<file path="src/rtl/elevator_dispatcher.sv">
// SCAN-order elevator dispatcher: latches floor calls, drives the car's direction
// and door commands, and faults if the car does not follow door commands.
module elevator_dispatcher #(
    parameter int unsigned NUM_FLOORS   = 8,
    parameter int unsigned DWELL_CYCLES = 4,
    parameter int unsigned ACK_TIMEOUT  = 8
) (
    input  logic                  clk,
    input  logic                  rst_n,
    input  logic [NUM_FLOORS-1:0] call_req,
    input  logic [2:0]            floor,
    input  logic                  door,
    output logic [1:0]            updown,
    output logic                  door_open,
    output logic [NUM_FLOORS-1:0] pending,
    output logic                  busy,
    output logic                  fault,
    output logic [2:0]            fsm_state
);
    localparam int unsigned CNT_MAX = (DWELL_CYCLES > ACK_TIMEOUT) ? DWELL_CYCLES : ACK_TIMEOUT;
    localparam int unsigned CW      = $clog2(CNT_MAX + 1);
    localparam logic [CW-1:0] DWELL_LOAD = CW'(DWELL_CYCLES);
    localparam logic [CW-1:0] TMO_LAST   = CW'(ACK_TIMEOUT - 1);

    typedef enum logic [2:0] {
        IDLE       = 3'd0,
        MOVE_UP    = 3'd1,
        MOVE_DOWN  = 3'd2,
        DOOR_REQ   = 3'd3,
        DWELL      = 3'd4,
        DOOR_CLOSE = 3'd5,
        FAULT      = 3'd6
    } state_t;

    state_t                state, state_d;
    logic                  dir, dir_d;  // 1 = up
    logic [CW-1:0]         cnt, cnt_d;
    logic [NUM_FLOORS-1:0] pending_d, here_mask, clr, latch_mask;
    logic                  any_above, any_below, here, call_here, floor_bad;
    logic                  ahead, behind;
    logic [1:0]            updown_d;
    logic                  door_open_d, busy_d, fault_d;

    always_comb begin
        here_mask = '0;
        any_above = 1'b0;
        any_below = 1'b0;
        for (int unsigned i = 0; i < NUM_FLOORS; i++) begin
            if (i == 32'(floor)) here_mask[i] = 1'b1;
            if (i > 32'(floor) && pending[i]) any_above = 1'b1;
            if (i < 32'(floor) && pending[i]) any_below = 1'b1;
        end
    end

    assign here      = |(pending & here_mask);
    assign call_here = |(call_req & here_mask);
    assign floor_bad = 32'(floor) >= NUM_FLOORS;
    assign ahead     = dir ? any_above : any_below;
    assign behind    = dir ? any_below : any_above;

    always_comb begin
        state_d = state;
        dir_d   = dir;
        cnt_d   = cnt;
        clr     = '0;
        unique case (state)
            IDLE: begin
                if (here) state_d = DOOR_REQ;
                else if (any_above) begin state_d = MOVE_UP; dir_d = 1'b1; end
                else if (any_below) begin state_d = MOVE_DOWN; dir_d = 1'b0; end
            end
            MOVE_UP: begin
                if (door) state_d = FAULT;
                else if (here) state_d = DOOR_REQ;
                else if (!any_above) state_d = IDLE;
            end
            MOVE_DOWN: begin
                if (door) state_d = FAULT;
                else if (here) state_d = DOOR_REQ;
                else if (!any_below) state_d = IDLE;
            end
            DOOR_REQ: begin
                if (door) state_d = DWELL;
                else if (cnt == TMO_LAST) state_d = FAULT;
                else cnt_d = cnt + 1'b1;
            end
            DWELL: begin
                if (call_here) cnt_d = DWELL_LOAD;
                else if (cnt == CW'(1)) state_d = DOOR_CLOSE;
                else cnt_d = cnt - 1'b1;
            end
            DOOR_CLOSE: begin
                if (door) begin
                    if (cnt == TMO_LAST) state_d = FAULT;
                    else cnt_d = cnt + 1'b1;
                end else if (ahead) begin
                    state_d = dir ? MOVE_UP : MOVE_DOWN;
                end else if (behind) begin
                    state_d = dir ? MOVE_DOWN : MOVE_UP;
                    dir_d   = ~dir;
                end else if (here) begin
                    state_d = DOOR_REQ;
                end else begin
                    state_d = IDLE;
                end
            end
            FAULT:   state_d = FAULT;
            default: state_d = FAULT;
        endcase
        if (state != FAULT && floor_bad) state_d = FAULT;
        // Every state entry restarts the shared dwell/timeout counter.
        if (state_d != state) cnt_d = (state_d == DWELL) ? DWELL_LOAD : '0;
        if (state_d == DOOR_REQ && state != DOOR_REQ) clr = here_mask;
    end

    assign latch_mask = (state == DOOR_REQ || state == DWELL) ? here_mask : '0;
    assign pending_d  = (state == FAULT) ? pending
                      : (pending | (call_req & ~latch_mask)) & ~clr;

    always_comb begin
        updown_d    = 2'b00;
        door_open_d = 1'b0;
        busy_d      = 1'b1;
        fault_d     = 1'b0;
        case (state_d)
            MOVE_UP:         updown_d = 2'b01;
            MOVE_DOWN:       updown_d = 2'b10;
            DOOR_REQ, DWELL: door_open_d = 1'b1;
            IDLE:            busy_d = 1'b0;
            FAULT: begin
                busy_d  = 1'b0;
                fault_d = 1'b1;
            end
            default: ;
        endcase
    end

    always_ff @(posedge clk or negedge rst_n) begin
        if (!rst_n) begin
            state     <= IDLE;
            dir       <= 1'b1;
            cnt       <= '0;
            pending   <= '0;
            updown    <= 2'b00;
            door_open <= 1'b0;
            busy      <= 1'b0;
            fault     <= 1'b0;
        end else begin
            state     <= state_d;
            dir       <= dir_d;
            cnt       <= cnt_d;
            pending   <= pending_d;
            updown    <= updown_d;
            door_open <= door_open_d;
            busy      <= busy_d;
            fault     <= fault_d;
        end
    end

    assign fsm_state = state;

    a_no_overtravel: assert property (@(posedge clk) disable iff (!rst_n)
        !(updown_d == 2'b01 && 32'(floor) == NUM_FLOORS - 1) &&
        !(updown_d == 2'b10 && floor == 3'd0) && updown_d != 2'b11);

endmodule
</file>
<file path="config.mk">
export PLATFORM = sky130hd
export DESIGN_NAME = elevator_dispatcher
export DESIGN_NICKNAME = d
export VERILOG_FILES = /design/src/rtl/elevator_dispatcher.sv
export SDC_FILE = /design/constraint.sdc
export NUM_CORES = 1
export LEC_CHECK = 0
export ABC_AREA = 1
export BUFFER_PORTS_ARGS = -buffer_cell sky130_fd_sc_hd__buf_2
export CELL_PAD_IN_SITES_DETAIL_PLACEMENT = 0
export CELL_PAD_IN_SITES_GLOBAL_PLACEMENT = 2
export CORE_MARGIN = 2
export CORE_UTILIZATION = 30
export DETAILED_ROUTE_END_ITERATION = 7
export PLACE_DENSITY_LB_ADDON = 0.1
export SYNTH_ARGS = -nofsm -noshare
export SYNTH_HDL_FRONTEND = slang
export SYNTH_SLANG_ARGS = --single-unit
</file>
<file path="constraint.sdc">
create_clock -name clk -period 2.75 [get_ports clk]
set_clock_uncertainty 0.2 [all_clocks]
set_input_delay 0.1375 -clock clk [delete_from_list [all_inputs] [get_ports clk]]
set_output_delay 0.1375 -clock clk [all_outputs]
set_load 0.02 [all_outputs]
</file>
# Yosys cells after proc, flatten, opt, wreduce, memory -nomap -nowiden
# Cells that the tools add are included.
word_totals:
  output_inout_bits: 16
  register_bits: 21
  word_cells: 154
classes:
  n_bitwise: 8
  reduce_logical: 27
  n_lt_le_gt_ge: 14
  n_mux: 65
  n_addsub: 2
  eq_ne: 30
op_table:
  columns: ["op", "count"]
  rows:
  - ["$mux W3", 15]
  - ["$mux W1", 33]
  - ["$and A8 B8 Y8", 4]
  - ["$mux W4", 6]
  - ["$pmux W3 S6", 1]
  - ["$mux W8", 2]
  - ["$not A8 Y8", 2]
  - ["$reduce_or A8 Y1", 2]
  - ["$eq A3 B3 Y1 const B", 5]
  - ["$logic_and A1 B1 Y1", 15]
  - ["$eq A3 B2 Y1 const B", 4]
  - ["$eq A3 B3 Y1 const A", 4]
  - ["$gt A3 B3 Y1 const A", 4]
  - ["$pmux W4 S3", 1]
  - ["$mux W2", 5]
  - ["$logic_not A3 Y1", 3]
  - ["$lt A3 B3 Y1 const A", 3]
  - ["$ne A3 B3 Y1 const B", 3]
  - ["$ne A2 B2 Y1 const B", 4]
  - ["$or A8 B8 Y8", 1]
  - ["$eq A2 B3 Y1 const A", 2]
  - ["$eq A3 B1 Y1 const B", 2]
  - ["$gt A2 B3 Y1 const A", 2]
  - ["$lt A1 B3 Y1 const A", 2]
  - ["19 further kinds", 21]

# Longest topological paths before layout
# Gate-level depths: netlist (run 1).
depth:
  depth_word: 19
  ltp_mapped: 18

# Worst setup path after synthesis (run 1)
# Ideal clock, no wire load.
synth_path:
  kind: "register to register"
  start: "register state[2] (netlist: fsm_state[2])"
  end: "register pending[0]"
  path_stages_with_launch: 14
  arrival_ps: 1816
  path_buffers: 0
  setup_time_ps: 127
  slack_ps: 607
  cell_sequence: "dfrtp_1 inv_2 nor2_1 nand2_1 inv_1 nand2_1 nor3_1 nand3_1 nand3_2 nor2_4 nand2_4 nand2_1 nor2_4 a21oi_1"
synth_between:
  word_cells_on_any_way: 33
synth_rtl:
  columns: ["item", "line", "text"]
  rows:
  - ["start, declared", "35", "state_t state, state_d;"]
  - ["start signal, assigned", "149", "state <= state_d;"]
  - ["$eq A3 B3 Y1, or another cell as far along", "66", "unique case (state)"]
  - ["$pmux W3 S6 *", "66", null]
  - ["net state_d[0]", "35", null]
  - ["$eq A3 B2 Y1 *", "113", "if (state_d == DOOR_REQ && state != DOOR_REQ) clr = here_mask;"]
  - ["$logic_and A1 B1 Y1 *", "113", null]
  - ["$mux W8 *", "113", null]
  - ["$not A8 Y8 *", "118", ": (pending | (call_req & ~latch_mask)) & ~clr;"]
  - ["$and A8 B8 Y8 *", "118", null]
  - ["end signal, assigned", "152", "pending <= pending_d;"]
  - ["end, declared", "15", "output logic [NUM_FLOORS-1:0] pending,"]
# Mark *: on every way through the listed nets, which the timed path passes. The rest lies on a longest branch.
# A chain may end at the register's enable or synchronous reset.

# Worst setup path after layout (run 1)
layout_path:
  start: "register state[2] (netlist: fsm_state[2])"
  end: "register pending[7]"
# The elaborated chain is that of the path after synthesis.

==> results.ini, run 1 <==
[floorplan]
io_pins=30
die_area_um2=6630
start_util=0.308
die_y_um=81.4
rows=28
die_x_um=81.4
coreArea_um2=5850

[synth]
synth_edf_count=0
syn_area_um2=1800
ys_seq_elements=21
avgSynthCellArea_um2=6.57
synth_compound_area_frac=0.145
synth_xor_area_frac=0.00487
syn_nets=291
async_flop_share=1.00
ys_seq_area_frac=0.293
synth_top_family_by_area=simple AND/OR/NAND/NOR gates
synth-simple-area-share=0.430
netlist_instances=274
synth_mux_area_frac=0.00556
ys_types=35
ys.flop_type=dfrtp_1
synth_fa_ha_area_frac=0.0209
ys_warn_count=0

[critical_path]
cp_data_arrival_time_ps=2450
ff2ff_path_depth=13
r2r_end=pending[7]$_DFFE_PN0P_
start_kind=flop
worstReg2RegStart=fsm_state[2]$_DFF_PN0_
crit_slowest_cell=dfrtp_1
endpoint_kind=flop
path_cells=inv_2 > nor2_1 > nand2_1 > inv_1 > nand2_1 > nor3_1 > nand3_1 > nand3_2 > nor2_4 > nand2_4 > nand2_1 > nor2_4 > a21oi_1
path_class=flop to flop
ff2ff_setup_slack_ps=250
required_ps=2700
path_max_fanout=8
critPathMaxStageDelay_ps=440
crit_top_cell=nand2_1

[route]
first_pass_iters=4
drtIter0Drc=95
drtAntennaViolNets=0
route.vias.total=1807
routed_wirelength_mm=5.09
via_per_inst=4.68
drc=0
wl_per_cell_um=13.2

[power]
p_leak_nw=1.12
powerDensity_nw_per_um2=914
p_clk_frac=0.109
p_seq_frac=0.287
ir_drop_mv=0.399
p_total_mw=1.95
swShare=0.534
p_int_mw=0.908
p_switching_mw=1.04
pwr-share-comb=0.605

[global_route]
grt-ovfl-total=0
grt_antenna_before_repair=0
grt_pass1_wl_mm=8.51
grt_use_total=0.165
grt_max_degree=22
grt_pass1_vias=1737

[cts]
cts_made_buffers=3
cts.path.max_buffers=2
cts_tree=done
cts_resized=0
h-tree-depth=1
insertion_delay_ps=270
clk_pin_slew_ps=80
clock-root-buffer=clkbuf_8
cts_sinks=21

[hold_path]
worstHoldStart=call_req[1]
whs_endpoint=pending[1]$_DFFE_PN0P_
hold_path.class=primary input to flop
min_path_cells=3

[timing]
relSlewSlack=0.678
timing.setup.tns_ps=0
fmax_ghz=0.400
post-route-min-period_ps=2500
setup_ws_ps=250
rsz0062_at_grt=no
hold_ws_ps=8.31
worstMarginPinSlew_ps=482
setup_viol=0
hold_viol=0
slew_viol_final=0
finalCritPeriodShare=0.909

[place]
dp_cells=376
pre_cts_slack_ps=246
placed_cell_area_um2=2020
gp_congestion=0.798
hpwl_mm=4.07
io_buffers=29

[layout]
final_util=0.364
fillers=637
final_nets=329
areaGrowthSynthToFinish_pct=18.5
postLayoutCellArea_um2=2130
stdcell_count=386
drive_gt1_frac=0.232
antenna_cells=0

[job]
cap_violations=0

[run_status]
status=complete, no violations

layer usage:
metal,global-route usage,part of all wire
met1,0.251,0.53
met2,0.256,0.44
met3,0.0198,0.026
met4,0.0203,0.0012
met5,0,0
cells in the final DEF, fill, tap and decap left out, types with 2 or more instances in the layout:
cell type / n
nand3_1: 17
nand2_2: 9
clkbuf_8: 3
nand2_4: 3
buf_2: 29
nor4_1: 2
inv_2: 5
buf_4: 2
nand2_1: 73
dlygate4sd3_1: 6
o21ai_0: 8
nor2_2: 5
nand4_1: 2
nor2_1: 31
nor2_4: 4
a31oi_1: 8
nor3_1: 6
inv_1: 35
nand3_2: 5
dfrtp_1: 20
a21oi_1: 19
ha_1: 3
a21oi_2: 2
cells in the mapped netlist, types with 2 or more instances:
| library cell | number | area [um2] |
|---|---|---|
| nand2_1 | 73 | 274 |
| inv_1 | 35 | 131 |
| nor2_1 | 31 | 116 |
| dfrtp_1 | 20 | 500 |
| a21oi_1 | 19 | 95.1 |
| nand3_1 | 17 | 85.1 |
| nand2_2 | 9 | 56.3 |
| a31oi_1 | 8 | 50.1 |
| o21ai_0 | 8 | 40.0 |
| nor3_1 | 6 | 30.0 |
| inv_2 | 5 | 18.8 |
| nand3_2 | 5 | 50.1 |
| nor2_2 | 5 | 31.3 |
| nor2_4 | 4 | 45.0 |
| ha_1 | 3 | 37.5 |
| nand2_4 | 3 | 33.8 |
| a21oi_2 | 2 | 17.5 |
| buf_4 | 2 | 15.0 |
| nand4_1 | 2 | 12.5 |
| nor4_1 | 2 | 12.5 |
repair_timing:
action	in CTS	in global routing
endpoints found under the hold margin	26	0
buffers inserted	0	0
hold buffers	6	0
endpoints found under the setup margin	0	0
registers in the layout, summed over array words and instances (netlist names):
signal	count
updown	2
dir	1
door_open	1
fault	1
fsm_state	3
busy	1
pending	8
cnt	4
cell type report:
| type | count | area [um2] | area share |
|---|---|---|---|
| inverter | 40 | 150 | 0.0704 |
| sequential | 21 | 527 | 0.247 |
| tap | 75 | 93.8 | 0.0440 |
| clock buffer | 3 | 41.3 | 0.0194 |
| timing repair buffer | 37 | 220 | 0.103 |
| clock inverter | 1 | 7.51 | 0.00352 |
| multi-input combinational | 209 | 1090 | 0.512 |
cells by family after synthesis:
kind of cell,count (synthesis)
flops,21
compound gates,45
mux,1
buf+inv,44
fa+ha+maj,3
xor+xnor,1
simple gates,159
worst max path at each step:
stage	depth (start not counted)	slack (ps)	to	start
6_report	13	250	pending[7]$_DFFE_PN0P_	fsm_state[2]$_DFF_PN0_
3_3_place_gp	13	180	pending[7]$_DFFE_PN0P_	fsm_state[2]$_DFF_PN0_
2_1_floorplan	13	610	pending[0]$_DFFE_PN0P_	fsm_state[2]$_DFF_PN0_
3_5_place_dp	13	250	pending[1]$_DFFE_PN0P_	fsm_state[2]$_DFF_PN0_
5_1_grt	13	70	pending[7]$_DFFE_PN0P_	fsm_state[2]$_DFF_PN0_
4_1_cts	13	230	pending[1]$_DFFE_PN0P_	fsm_state[2]$_DFF_PN0_
power groups by stage:
| stage | Sequential, mW | Combinational, mW | Clock (mW) |
|---|---|---|---|
| 3_5_place_dp | 0.560 | 1.18 | 0 |
| 2_1_floorplan | 0.634 | 0.779 | 0 |
| 5_1_grt | 0.575 | 1.34 | 0.230 |
| 6_report | 0.558 | 1.18 | 0.211 |
| 4_1_cts | 0.557 | 1.19 | 0.220 |
| 3_3_place_gp | 0.565 | 1.21 | 0 |
worst max-delay path, delay by kind of cell (launching register included):
kind | cells | cell delay (ps)
and+or+nand+nor | 10 | 1360
buffers and inverters | 2 | 280
DFF | 1 | 440
AOI/OAI and AO/OA | 1 | 100
Note: power is estimated with default switching activity, not from simulation.
==> inputs of run 2 (changes only) <==
--- a/config.mk
+++ b/config.mk
@@ -13,6 +13,7 @@
 export CORE_UTILIZATION = 30
 export DETAILED_ROUTE_END_ITERATION = 7
 export PLACE_DENSITY_LB_ADDON = 0.1
+export REMOVE_ABC_BUFFERS = 1
 export SYNTH_ARGS = -nofsm -noshare
 export SYNTH_HDL_FRONTEND = slang
 export SYNTH_SLANG_ARGS = --single-unit
==> run 2 against run 1 <==
Sequential cell count unchanged. Non-clock buffer count up 1. Global-route usage up 0.42 points. Utilization up 0.26 points. First-iteration DRC count down 20%. Sequential share of layout area down 0.17 points. Largest cell class unchanged. Highest routed layer unchanged. Setup slack better by 63 ps.
==> results.ini, run 2 (synthesis results as in run 1) <==
[critical_path]
endpoint=pending[5]$_DFFE_PN0P_
start_kind=flop
required_ps=2700  ; about the same
r2r_end=pending[5]$_DFFE_PN0P_
ff2ff_setup_slack_ps=310  ; +60 ps
worstReg2RegStart=fsm_state[0]$_DFF_PN0_
ff2ff_path_depth=12  ; -1
path_class=flop to flop
path_max_fanout=8  ; unchanged
crit_start=fsm_state[0]$_DFF_PN0_
endpoint_kind=flop
cp_data_arrival_time_ps=2390  ; -60 ps

[global_route]
grt-ovfl-total=0  ; unchanged
grt.met3_usage=0.0143  ; -0.00549
grt_max_degree=22  ; unchanged
grt_pass1_vias=1811  ; +4.3%
grt_pass1_wl_mm=8.65  ; +1.7%
busiest_layer=met2
grt_use_total=0.169  ; +0.00421
grt_use_met1=0.242  ; -0.00967
gr-usage-met2=0.278  ; +0.0221
grt_antenna_before_repair=0  ; unchanged

[layout]
areaGrowthSynthToFinish_pct=19.3
largest_reg_flops=8  ; unchanged
largest_register=pending
antenna_cells=0  ; unchanged
multiInputGateArea_um2=1090  ; +0.23%
postLayoutCellArea_um2=2150  ; +0.70%
drive_gt1_frac=0.231  ; -0.000742
final_cell_mix=nand2_1, inv_1, nor2_1
final_util=0.367  ; +0.00257
mostFrequentLayoutCell=nand2_1
fillers=649  ; +1.9%
final_nets=330  ; +0.30%
regArea_um2=527  ; unchanged

[route]
drtIter0Drc=76  ; -20%
first_pass_iters=4  ; unchanged
via_per_inst=4.73  ; +1.1%
drc=0  ; unchanged
routed_wirelength_mm=5.19  ; +1.9%
drtAntennaViolNets=0  ; unchanged
route.vias.total=1832  ; +1.4%
wl_per_cell_um=13.4  ; +1.6%

[cts]
cts_tree=done
cts_sinks=21  ; unchanged
cts.path.max_buffers=2  ; unchanged
post_cts_buffers=0  ; unchanged
insertion_delay_ps=270  ; about the same
clock-root-buffer=clkbuf_8
clk_pin_slew_ps=90  ; about the same
cts_made_buffers=3  ; unchanged
h-tree-depth=1  ; unchanged

[power]
powerDensity_nw_per_um2=922  ; +0.91%
p_total_mw=1.98  ; +1.6%
ir_drop_mv=0.422  ; +5.7%
p_leak_nw=1.12  ; +0.22%

[timing]
hold_ws_ps=87.0  ; +78.6 ps
finalCritPeriodShare=0.886  ; -0.0228
rsz0062_at_grt=no
worstMarginPinSlew_ps=510  ; +27.5 ps
post-route-min-period_ps=2440  ; -62.8 ps
slew_viol_final=0  ; unchanged
fmax_ghz=0.410  ; +2.6%
hold_viol=0  ; unchanged
timing.setup.tns_ps=0  ; unchanged
relSlewSlack=0.660  ; -0.0184
setup_viol=0  ; unchanged

[place]
hpwl_mm=4.11  ; +0.89%
gp_congestion=0.777  ; -2.6%
placed_cell_area_um2=2020  ; -0.37%
io_buffers=29  ; unchanged

[floorplan]
coreArea_um2=5850  ; unchanged
die_area_um2=6630  ; unchanged
start_util=0.308  ; unchanged
die_x_um=81.4  ; unchanged
rows=28  ; unchanged
io_pins=30  ; unchanged
die_y_um=81.4  ; unchanged

[hold_path]
hold_path.class=primary input to flop

[job]
cap_violations=0  ; unchanged

[run_status]
status=complete, no violations

## run 2: area by class of cell
class | count | area share
clock inverters | 1 | 0.00350
well taps | 75 | 0.0437
inverters | 40 | 0.0699
multi-input cells | 209 | 0.510
flip-flops and latches | 21 | 0.245
repair buffers | 38 | 0.108
clock buffers | 3 | 0.0192
## run 2: critical path, cell delays in order (launching register included)
cell and delay [ps]:
dfrtp_1 470, inv_1 200, nand2_2 140, inv_1 140
nand2_1 70, nor3_1 140, nand3_1 180, nand3_2 140
nor2_4 50, nand2_4 110, nand2_1 120, nor2_4 250
a21oi_1 100
## run 2: worst min path at each step
| stage | depth (start not counted) | startpoint | slack, ps | end |
|---|---|---|---|---|
| final | 5 | call_req[6] | 90 | pending[6]$_DFFE_PN0P_ |
| after global routing | 5 | call_req[6] | 120 | pending[6]$_DFFE_PN0P_ |
| after CTS | 5 | call_req[6] | 50 | pending[6]$_DFFE_PN0P_ |
| after detailed placement | 1 | rst_n | -60 | updown[0]$_DFF_PN0_ |
| after global placement | 1 | rst_n | -60 | pending[5]$_DFFE_PN0P_ |
| after floorplan | 0 | rst_n | -360 | busy$_DFF_PN0_ |
## run 2: power breakdown
group / total (mW) / switching [mW] / internal, mW
clock network: 0.218 / 0.115 / 0.103
registers: 0.559 / 0.131 / 0.428
logic: 1.20 / 0.812 / 0.391
total: 1.98 / 1.06 / 0.922
## run 2: through the flow
step / worst slack [ps] / instances
after floorplan: 607 / 270
after global placement: 201 / 375
after detailed placement: 275 / 375
after CTS: 244 / 387
after global routing: 35.1 / 387
final: 313 / 387
## run 2: layer usage
layer / up-vias / share of wire
li1: 963 / -
met1: 843 / 0.49
met2: 24 / 0.47
met3: 2 / 0.037
met4: 0 / 0.0033
met5: - / 0
## run 2: repair_timing
action / CTS / global route
setup endpoints to repair: 0 / 8
endpoints found under the hold margin: 27 / 0
hold buffers: 8 / 0
resized for setup: 0 / 1
